### config.mk
export PLATFORM = sky130hd
export DESIGN_NAME = serial_shifter_flat
export DESIGN_NICKNAME = d
export VERILOG_FILES = /design/src/rtl/serial_shifter_pkg.sv /design/src/rtl/serial_shifter_if.sv /design/src/rtl/serial_shifter_step.sv /design/src/rtl/serial_shifter.sv /design/src/flat_wrapper.sv
export SDC_FILE = /design/constraint.sdc
export NUM_CORES = 1
export LEC_CHECK = 0
export CORE_ASPECT_RATIO = 1.1
export CORE_MARGIN = 10
export CORE_UTILIZATION = 41
export DETAILED_ROUTE_END_ITERATION = 6
export PLACE_DENSITY_LB_ADDON = 0.08
export SLEW_MARGIN = 20
export SYNTH_ARGS = -nofsm -noshare
export SYNTH_HDL_FRONTEND = slang
export SYNTH_SLANG_ARGS = --single-unit
### constraint.sdc
create_clock -name CLK -period 1.4 [get_ports CLK]
set_input_delay 0.28 -clock CLK [delete_from_list [all_inputs] [get_ports CLK]]
set_output_delay 0.28 -clock CLK [all_outputs]
set_load 0.05 [all_outputs]
### src/rtl/serial_shifter_pkg.sv
// shifter_pkg: constants and helpers shared by the serial shift unit, the
// single-cycle barrel shifter and the operand decode logic.
//   SH_*       : ARMv7 shift-type encodings (Type field)
//   state_t    : serial shift FSM state encoding
//   MAX_STEPS  : worst-case serial iteration count
//   calc_steps : iteration count for a given amount/type
package shifter_pkg;
  localparam logic [1:0] SH_LSL = 2'b00;
  localparam logic [1:0] SH_LSR = 2'b01;
  localparam logic [1:0] SH_ASR = 2'b10;
  localparam logic [1:0] SH_ROR = 2'b11;

  localparam int MAX_STEPS = 33;
  localparam int CNT_W     = $clog2(MAX_STEPS + 1);

  typedef enum logic [1:0] {
    ST_IDLE  = 2'd0,
    ST_SHIFT = 2'd1,
    ST_DONE  = 2'd2
  } state_t;

  // LSL/LSR/ASR saturate at 33: one step past the word width already gives
  // the final value (zero, or sign fill) and the final carry.
  // ROR only needs amount mod 32; a non-zero multiple of 32 still takes a
  // full turn, leaving carry = bit 31.
  function automatic logic [CNT_W-1:0] calc_steps(input logic [7:0] amt,
                                                   input logic [1:0] typ,
                                                   input logic       rrx_en);
    logic [CNT_W-1:0] n;
    if (typ == SH_ROR) begin
      if (amt == 8'd0)            n = rrx_en ? CNT_W'(1) : CNT_W'(0);
      else if (amt[4:0] == 5'd0)  n = CNT_W'(32);
      else                        n = CNT_W'(amt[4:0]);
    end else begin
      n = (amt > 8'd33) ? CNT_W'(MAX_STEPS) : CNT_W'(amt);
    end
    return n;
  endfunction
endpackage

### src/rtl/serial_shifter_if.sv
// serial_shifter_if: request/result handshake bundle of the serial shifter.
//   slave  : the shift unit (accepts requests, produces results)
//   master : the execute pipeline driving requests and consuming results
interface serial_shifter_if #(
  parameter int WIDTH = 32,
  parameter int AMT_W = 8
);
  logic             InValid;
  logic             InReady;
  logic [AMT_W-1:0] Amount;
  logic [1:0]       Type;
  logic [WIDTH-1:0] In;
  logic             CarryIn;
  logic             OutValid;
  logic             OutReady;
  logic [WIDTH-1:0] Out;
  logic             CarryOut;
  logic             Busy;

  modport slave (
    input  InValid, Amount, Type, In, CarryIn, OutReady,
    output InReady, OutValid, Out, CarryOut, Busy
  );

  modport master (
    output InValid, Amount, Type, In, CarryIn, OutReady,
    input  InReady, OutValid, Out, CarryOut, Busy
  );
endinterface

### src/rtl/serial_shifter_step.sv
// shift_step: combinational single-bit shift step.
//   i_data/i_carry : current value and carry
//   i_type         : SH_LSL/SH_LSR/SH_ASR/SH_ROR
//   i_rrx          : ROR step fills bit 31 from i_carry instead of bit 0
//   o_data/o_carry : value and carry after one bit position
module shift_step
  import shifter_pkg::*;
#(
  parameter int WIDTH = 32
) (
  input  logic [WIDTH-1:0] i_data,
  input  logic             i_carry,
  input  logic [1:0]       i_type,
  input  logic             i_rrx,
  output logic [WIDTH-1:0] o_data,
  output logic             o_carry
);
  always_comb begin
    o_data  = i_data;
    o_carry = i_data[0];
    case (i_type)
      SH_LSL: begin
        o_carry = i_data[WIDTH-1];
        o_data  = {i_data[WIDTH-2:0], 1'b0};
      end
      SH_LSR:  o_data = {1'b0, i_data[WIDTH-1:1]};
      SH_ASR:  o_data = {i_data[WIDTH-1], i_data[WIDTH-1:1]};
      default: o_data = {(i_rrx ? i_carry : i_data[0]), i_data[WIDTH-1:1]};
    endcase
  end
endmodule

### src/rtl/serial_shifter.sv
// serial_shifter: multi-cycle ARMv7 register-specified shift unit, one bit
// position per clock, with shifter carry-out for the flag logic.
//   CLK, Reset : clock, synchronous active-high reset
//   bus        : serial_shifter_if.slave (request In/Amount/Type/CarryIn with
//                InValid/InReady, result Out/CarryOut with OutValid/OutReady,
//                Busy while a request is in flight)
// Build option: SERIAL_SHIFTER_RRX_EN makes ROR #0 perform RRX (one step
// filling bit 31 from CarryIn); otherwise ROR #0 is a passthrough.
module serial_shifter
  import shifter_pkg::*;
#(
  parameter int WIDTH = 32,
  parameter int AMT_W = 8
) (
  input logic        CLK,
  input logic        Reset,
  serial_shifter_if.slave bus
);
`ifdef SERIAL_SHIFTER_RRX_EN
  localparam logic RRX_EN = 1'b1;
`else
  localparam logic RRX_EN = 1'b0;
`endif

  state_t           r_state, w_state_nxt;
  logic [WIDTH-1:0] r_data;
  logic             r_carry;
  logic [1:0]       r_type;
  logic [CNT_W-1:0] r_cnt;
  logic             r_rrx;
  logic             r_ready;

  logic             w_accept;
  logic [CNT_W-1:0] w_steps;
  logic             w_rrx_ld;
  logic [WIDTH-1:0] w_step_data;
  logic             w_step_carry;

  // r_ready mirrors "state is IDLE and not in reset" as a register so that
  // InReady stays low throughout a reset without a path from the Reset pin.
  assign w_accept = bus.InValid && r_ready;
  assign w_steps  = calc_steps(8'(bus.Amount), bus.Type, RRX_EN);
  assign w_rrx_ld = RRX_EN && (bus.Type == SH_ROR) && (bus.Amount == '0);

  // During an RRX step r_carry still holds CarryIn, so it is the fill bit.
  shift_step #(.WIDTH(WIDTH)) u_step (
    .i_data  (r_data),
    .i_carry (r_carry),
    .i_type  (r_type),
    .i_rrx   (r_rrx),
    .o_data  (w_step_data),
    .o_carry (w_step_carry)
  );

  always_comb begin
    w_state_nxt = r_state;
    case (r_state)
      ST_IDLE:  if (w_accept) w_state_nxt = (w_steps == '0) ? ST_DONE : ST_SHIFT;
      ST_SHIFT: if (r_cnt == CNT_W'(1)) w_state_nxt = ST_DONE;
      ST_DONE:  if (bus.OutReady) w_state_nxt = ST_IDLE;
      default:  w_state_nxt = ST_IDLE;
    endcase
  end

  always_ff @(posedge CLK) begin
    if (Reset) begin
      r_state <= ST_IDLE;
      r_data  <= '0;
      r_carry <= 1'b0;
      r_type  <= SH_LSL;
      r_cnt   <= '0;
      r_rrx   <= 1'b0;
      r_ready <= 1'b0;
    end else begin
      r_state <= w_state_nxt;
      r_ready <= (w_state_nxt == ST_IDLE);
      case (r_state)
        ST_IDLE: if (w_accept) begin
          r_data  <= bus.In;
          r_carry <= bus.CarryIn;
          r_type  <= bus.Type;
          r_cnt   <= w_steps;
          r_rrx   <= w_rrx_ld;
        end
        ST_SHIFT: begin
          r_data  <= w_step_data;
          r_carry <= w_step_carry;
          r_cnt   <= r_cnt - CNT_W'(1);
        end
        default: ;
      endcase
    end
  end

  assign bus.InReady  = r_ready;
  assign bus.OutValid = (r_state == ST_DONE);
  assign bus.Busy     = (r_state != ST_IDLE);
  assign bus.Out      = r_data;
  assign bus.CarryOut = r_carry;
endmodule

### src/flat_wrapper.sv
// flat-port wrapper written by rule: the top's interface ports become plain ports
module serial_shifter_flat import shifter_pkg::*;
#(
  parameter int WIDTH = 32,
  parameter int AMT_W = 8
)
  (CLK, Reset, bus_InValid, bus_Amount, bus_Type, bus_In, bus_CarryIn, bus_OutReady, bus_InReady, bus_OutValid, bus_Out, bus_CarryOut, bus_Busy);
  serial_shifter_if #(.WIDTH(WIDTH), .AMT_W(AMT_W)) bus_i ();
  input logic CLK;
  input logic Reset;
  input wire logic [$bits(bus_i.InValid)-1:0] bus_InValid;
  input wire logic [$bits(bus_i.Amount)-1:0] bus_Amount;
  input wire logic [$bits(bus_i.Type)-1:0] bus_Type;
  input wire logic [$bits(bus_i.In)-1:0] bus_In;
  input wire logic [$bits(bus_i.CarryIn)-1:0] bus_CarryIn;
  input wire logic [$bits(bus_i.OutReady)-1:0] bus_OutReady;
  output wire logic [$bits(bus_i.InReady)-1:0] bus_InReady;
  output wire logic [$bits(bus_i.OutValid)-1:0] bus_OutValid;
  output wire logic [$bits(bus_i.Out)-1:0] bus_Out;
  output wire logic [$bits(bus_i.CarryOut)-1:0] bus_CarryOut;
  output wire logic [$bits(bus_i.Busy)-1:0] bus_Busy;
  assign bus_i.InValid = bus_InValid;
  assign bus_i.Amount = bus_Amount;
  assign bus_i.Type = bus_Type;
  assign bus_i.In = bus_In;
  assign bus_i.CarryIn = bus_CarryIn;
  assign bus_i.OutReady = bus_OutReady;
  assign bus_InReady = bus_i.InReady;
  assign bus_OutValid = bus_i.OutValid;
  assign bus_Out = bus_i.Out;
  assign bus_CarryOut = bus_i.CarryOut;
  assign bus_Busy = bus_i.Busy;
  serial_shifter #(.WIDTH(WIDTH), .AMT_W(AMT_W)) u_core (.CLK(CLK), .Reset(Reset), .bus(bus_i));
endmodule
## After elaboration in Yosys (flattened, before gate mapping)

Cells that the tools add are included.

| word-level totals | value |
|---|---|
| input bits | 47 |
| logic and storage cells | 46 |
| output and inout bits | 36 |
| register bits | 44 |

| operators by class | value |
|---|---|
| $lt $le $gt $ge | 1 |
| reductions and logical operators | 12 |
| equality and inequality tests | 8 |
| multiplexer cells | 17 |
| add/sub/neg operators | 1 |

Operators with widths:

| cell | number |
|---|---|
| 32-bit one-hot mux with 3 select lines | 1 |
| 32-bit one-hot mux with 2 select lines | 1 |
| 32-bit two-way mux | 1 |
| 6-bit two-way mux | 5 |
| 6-bit one-hot mux with 2 select lines | 1 |
| 8-bit by 6-bit greater-than comparator with 1-bit output, second input constant | 1 |
| 8-bit zero test | 1 |
| 2-bit two-way mux | 4 |
| 2-bit equality test, second input constant | 3 |
| 6-bit by 1-bit equality test with 1-bit output, second input constant | 1 |
| 2-bit zero test | 3 |
| 6-bit zero test | 1 |
| 2-bit one-hot mux with 3 select lines | 1 |
| 6-bit by 1-bit subtractor with 6-bit output, second input constant | 1 |
| 5-bit zero test | 1 |
| 2-bit by 1-bit equality test with 1-bit output, second input constant | 2 |
| 2-bit AND reduction | 2 |
| 2-bit nonzero test | 2 |
| 3-bit AND reduction | 1 |
| 1-bit two-way mux | 2 |
| 2-bit by 1-bit inequality test with 1-bit output, second input constant | 1 |
| 2-bit inequality test, second input constant | 1 |
| 1-bit one-hot mux with 2 select lines | 1 |
| 1-bit logical AND | 1 |

## Longest topological paths before layout

| depth | value |
|---|---|
| word-level depth | 9 |
| depth in mapped cells | 6 |
| gate-level depth less buffers | 6 |

## Modules after synthesis

From an unflattened synthesis, not the netlist that was laid out.

| unflattened totals | value |
|---|---|
| cells, all modules | 305 |
| area, all modules | 2,474.9 sq um |

By module, submodules not included:

| module | area an instance (sq um) | cells each | times used |
|---|---|---|---|
| serial_shifter | 2,039.5 | 265 | 1 |
| shift_step | 435.4 | 40 | 1 |

## Worst setup path after synthesis

Ideal clock, no wire load.

| timing path | value |
|---|---|
| path kind | flip-flop to flip-flop |
| start | register u_core.r_ready, in the netlist u_core.bus.InReady |
| end | register u_core.r_data[31], in the netlist u_core.bus.Out[31] |
| path slack | -0.243 ns |
| arrival time | 1.578 ns |
| path buffers | 1 |
| data required time | 1.335 ns |
| stages on the path, launching flop included | 6 |
| cells stage by stage | dfxtp_1 -> a21oi_2 -> or2_0 -> buf_2 -> o41a_1 -> nor2_1 |

| between the ends | value |
|---|---|
| word-level cells in the longest chain between the ends | 3 |

RTL lines:

| element | RTL line | text |
|---|---|---|
| start, declared | serial_shifter.sv:31 | `logic r_ready;` |
| start signal, assigned | serial_shifter.sv:76 | `r_ready <= (w_state_nxt == ST_IDLE);` |
| 1-bit logical AND | serial_shifter.sv:41 | `assign w_accept = bus.InValid && r_ready;` |
| 2-bit by 1-bit inequality test with 1-bit output (no source line) | - |  |
| 3-bit AND reduction (no source line) | - |  |
| end signal, assigned | serial_shifter.sv:79 | `r_data <= bus.In;` |
| end signal, assigned | serial_shifter.sv:86 | `r_data <= w_step_data;` |
| end, declared | serial_shifter.sv:26 | `logic [WIDTH-1:0] r_data;` |

No other way between the ends.
A chain may end at the register's enable or synchronous reset.

## Worst setup path in the final report

| timing path | value |
|---|---|
| start | register u_core.r_state[0] |
| end | output bus_Busy |

| between the ends | value |
|---|---|
| word-level cells in the longest chain between the ends | 1 |

RTL lines:

| element | RTL line | text |
|---|---|---|
| start, declared | serial_shifter.sv:25 | `state_t r_state, w_state_nxt;` |
| start signal, assigned | serial_shifter.sv:75 | `r_state <= w_state_nxt;` |
| 2-bit nonzero test | serial_shifter.sv:97 | `assign bus.Busy = (r_state != ST_IDLE);` |
| end, declared | flat_wrapper.sv:21 | `output wire logic [$bits(bus_i.Busy)-1:0] bus_Busy;` |

No other way between the ends.

==> results by group <==
STA
  • RSZ-0062 raised after global routing: true
  • Hold Fails Final Rpt: 0
  • Max-slew violations: 0
  • Crit path time final: 1.535 ns
  • PnR worst setup slack: -0.1351 ns
  • F_max: 651.4 MHz
  • Ratio of final minimum period to clock period: 1.096
  • Least-Margin Pin Slew: 0.2898 ns
  • Hold slack final: 0.2875 ns
  • Count of final setup violators: 3
  • Max_slew headroom: 0.8050
  • Worst Clk Skew: 0.003705 ns

Synthesis
  • #FFs+latches synth: 44
  • Post-synth top area cell: dfxtp_1
  • Share of the synthesized area in the top cell type: 0.3745
  • Syn Inst Count: 272
  • Yosys warns: 0
  • Synth cell types: 42
  • Compound-gate portion of the synthesized area: 0.2676
  • Largest family of logic cells by synthesized area: compound AO/OA/AOI/OAI gates
  • Syn Nets: 321
  • Post-synthesis adder-cell area fraction: 0.01064
  • Dominant cells by area after synthesis: dfxtp_1 (37%), mux2i_1 (13%), a22o_1 (12%)
  • Cell area after synthesis: 0.002352 mm^2
  • Seq/Total Area, Yosys: 0.3745
  • Syn_area_per_cell: 8.648 um^2
  • Mux share of post-synthesis cell area: 0.1367
  • Post-synthesis xor/xnor area fraction: 0
  • Post-Synth Simple-Gate Area: 0.1590

Global routing
  • First-pass GRT wire length: 12.27 mm
  • All-Layer GR Usage: 0.1577
  • Gr ovfl total: 0
  • Antenna violations before repair: 1
  • Vias in the first global route: 2539
  • Largest net degree at the start of global routing: 25

CTS
  • Clk slew on worst S/H paths: 0.09 ns
  • CTS tree: done
  • Clk sink count: 44
  • CTS H-tree depth: 2
  • Hold-fix buffer count after cts: 0
  • CTS buffer count: 5
  • Clock Latency Late Sink: 0.30 ns
  • Root Buffer Master: clkbuf_8
  • Max Buffers Root-to-Sink: 2

Die
  • Ports: 83
  • Initial core utilization: 0.4304
  • Row count: 28
  • Die Span Y: 99.44 um
  • Die X: 92.22 um
  • Core Region: 0.005465 mm^2
  • Die area: 0.009170 mm^2

Routing
  • DR DRC count: 0
  • Vias per cell: 5.391
  • Routed WL per cell: 17.13 um
  • First-pass detailed-route iteration total: 4
  • Post-Route WL: 7.967 mm
  • Post-route ant nets: 0
  • Iteration-0 DRC Markers: 109
  • Via count: 2507

Run
  • Max-Cap Viols: 0

Cells and area
  • Nets: 437
  • Share of cells above drive strength 1: 0.3239
  • Layout area overhead: 81.91%

Setup path
  • Required time worst endpoint: 1.12 ns
  • CP max FO: 2
  • Critical path arrival: 1.26 ns
  • Setup crit start kind: register
  • CP endpoint kind: primary output
  • Crit Path Class: register to primary output
  • Reg2reg path depth: 4

Outcome
  • Outcome: finished with violations
  • Failing checks: negative setup slack

Placed design
  • Routability cong.: 0.8303
  • Port Buffers: 82
  • HPWL after detailed placement: 5.695 mm

Power and ir drop
  • Leakage: 1.920 nW
  • Pwr dens: 1037 mW/mm^2
  • Total chip power: 0.004437 W
  • VDD IR max: 0.6245 mV

Min path
  • WHS Path Cells: 3
  • Hold WC Path Type: input pin to register
worst max-delay path, stage by stage (launching register included):
cell,delay [ns]
dfxtp_4,0.36
buf_6,0.11
or2_4,0.23
buf_6,0.12
buf_12,0.13
sequential cells by signal, indices dropped and copies added (netlist names):
signal	count
u_core.bus.CarryOut	1
u_core.r_state	2
u_core.bus.InReady	1
u_core.r_cnt	6
u_core.r_type	2
u_core.bus.Out	32
cell families after synthesis:
family / Yosys count
mux: 32
flops: 44
buf+inv: 23
fa+ha+maj: 2
simple gates: 79
compound gates: 92
cells in the final DEF, fill, tap and decap left out, types with 4 or more instances in the layout:
master / instances
o21ai_0: 20
clkbuf_16: 4
mux2i_1: 30
a22o_1: 31
o21ai_1: 17
nor2_4: 4
a21oi_1: 5
nor3_1: 5
buf_6: 7
clkbuf_8: 5
nand2_1: 37
a21oi_2: 4
dfxtp_1: 37
clkdlybuf4s50_1: 41
buf_12: 40
buf_4: 33
dfxtp_2: 4
nor2_1: 9
cell usage after synthesis (all sizes together):
master and n:
dfxtp 44, o21ai 38, nand2 37, a22o 31
mux2i 31, buf 16, nor2 14, a21oi 10
nor3 8, clkbuf 5, nand2b 3, nand3 3
nor2b 3, a211oi 2, ha 2, inv 2
o31ai 2, o41a 2, or2 2, or3 2
a211o 1, a221oi 1, a31oi 1, a32o 1
and2 1, and3 1, and3b 1, and4b 1
mux2 1, nor3b 1, nor4 1, o21bai 1
o22ai 1, o2bb2ai 1, or4 1
routing by layer:
layer  track usage  wire [um]
met3       0.04812        451
met5             0          0
met4       0.04869        131
met1        0.1851       3304
met2        0.2685       4080
per-stage QoR:
step | TNS (ns) | cells | cell area [um^2] | setup slack, ns | utilization
floorplan | -0.05877 | 272 | 2371 | -0.05877 | -
global placement | -13.99 | 447 | 3870 | -0.3944 | 0.7081
detailed placement | -14.75 | 447 | 3870 | -0.4227 | 0.7081
CTS | -0.2287 | 458 | 4051 | -0.1344 | 0.7413
global route | -0.6450 | 465 | 4279 | -0.1642 | 0.7830
finish | -0.2464 | 465 | 4279 | -0.1351 | 0.7830
power by group:
part,switching (W),internal [W],leakage [nW]
clock network,0.000475,0.000466,0.0530
registers,0.000195,0.00138,0.364
logic,0.000913,0.00101,1.50
final cells by class:
cell class | instances | area, um^2
fillers | 381 | 1186
diodes | 1 | 2.502
clock inverters | 2 | 16.27
clock buffers | 6 | 93.84
repair buffers | 130 | 1679
well taps | 75 | 93.84
inverters | 2 | 7.507
flip-flops and latches | 44 | 897.1
multi-input cells | 205 | 1489
final timing paths:
| check | start | to | slack, ns |
|---|---|---|---|
| worst min register to register | u_core.bus.Out[0] | u_core.bus.Out[0] | 0.53 |
| worst max register to register | u_core.r_cnt[4] | u_core.r_cnt[5] | -0.08 |
| worst max-delay path | u_core.r_state[0] | bus_Busy | -0.14 |
| worst min-delay path | bus_Amount[2] | u_core.r_cnt[2] | 0.29 |
timing repair:
item | CTS | global route
pin swaps | 2 | 10
resized for setup | 19 | 31
gates cloned | 0 | 3
endpoints found under the setup margin | 41 | 42
buffers inserted | 3 | 3
(Power assumes the default switching activity.)
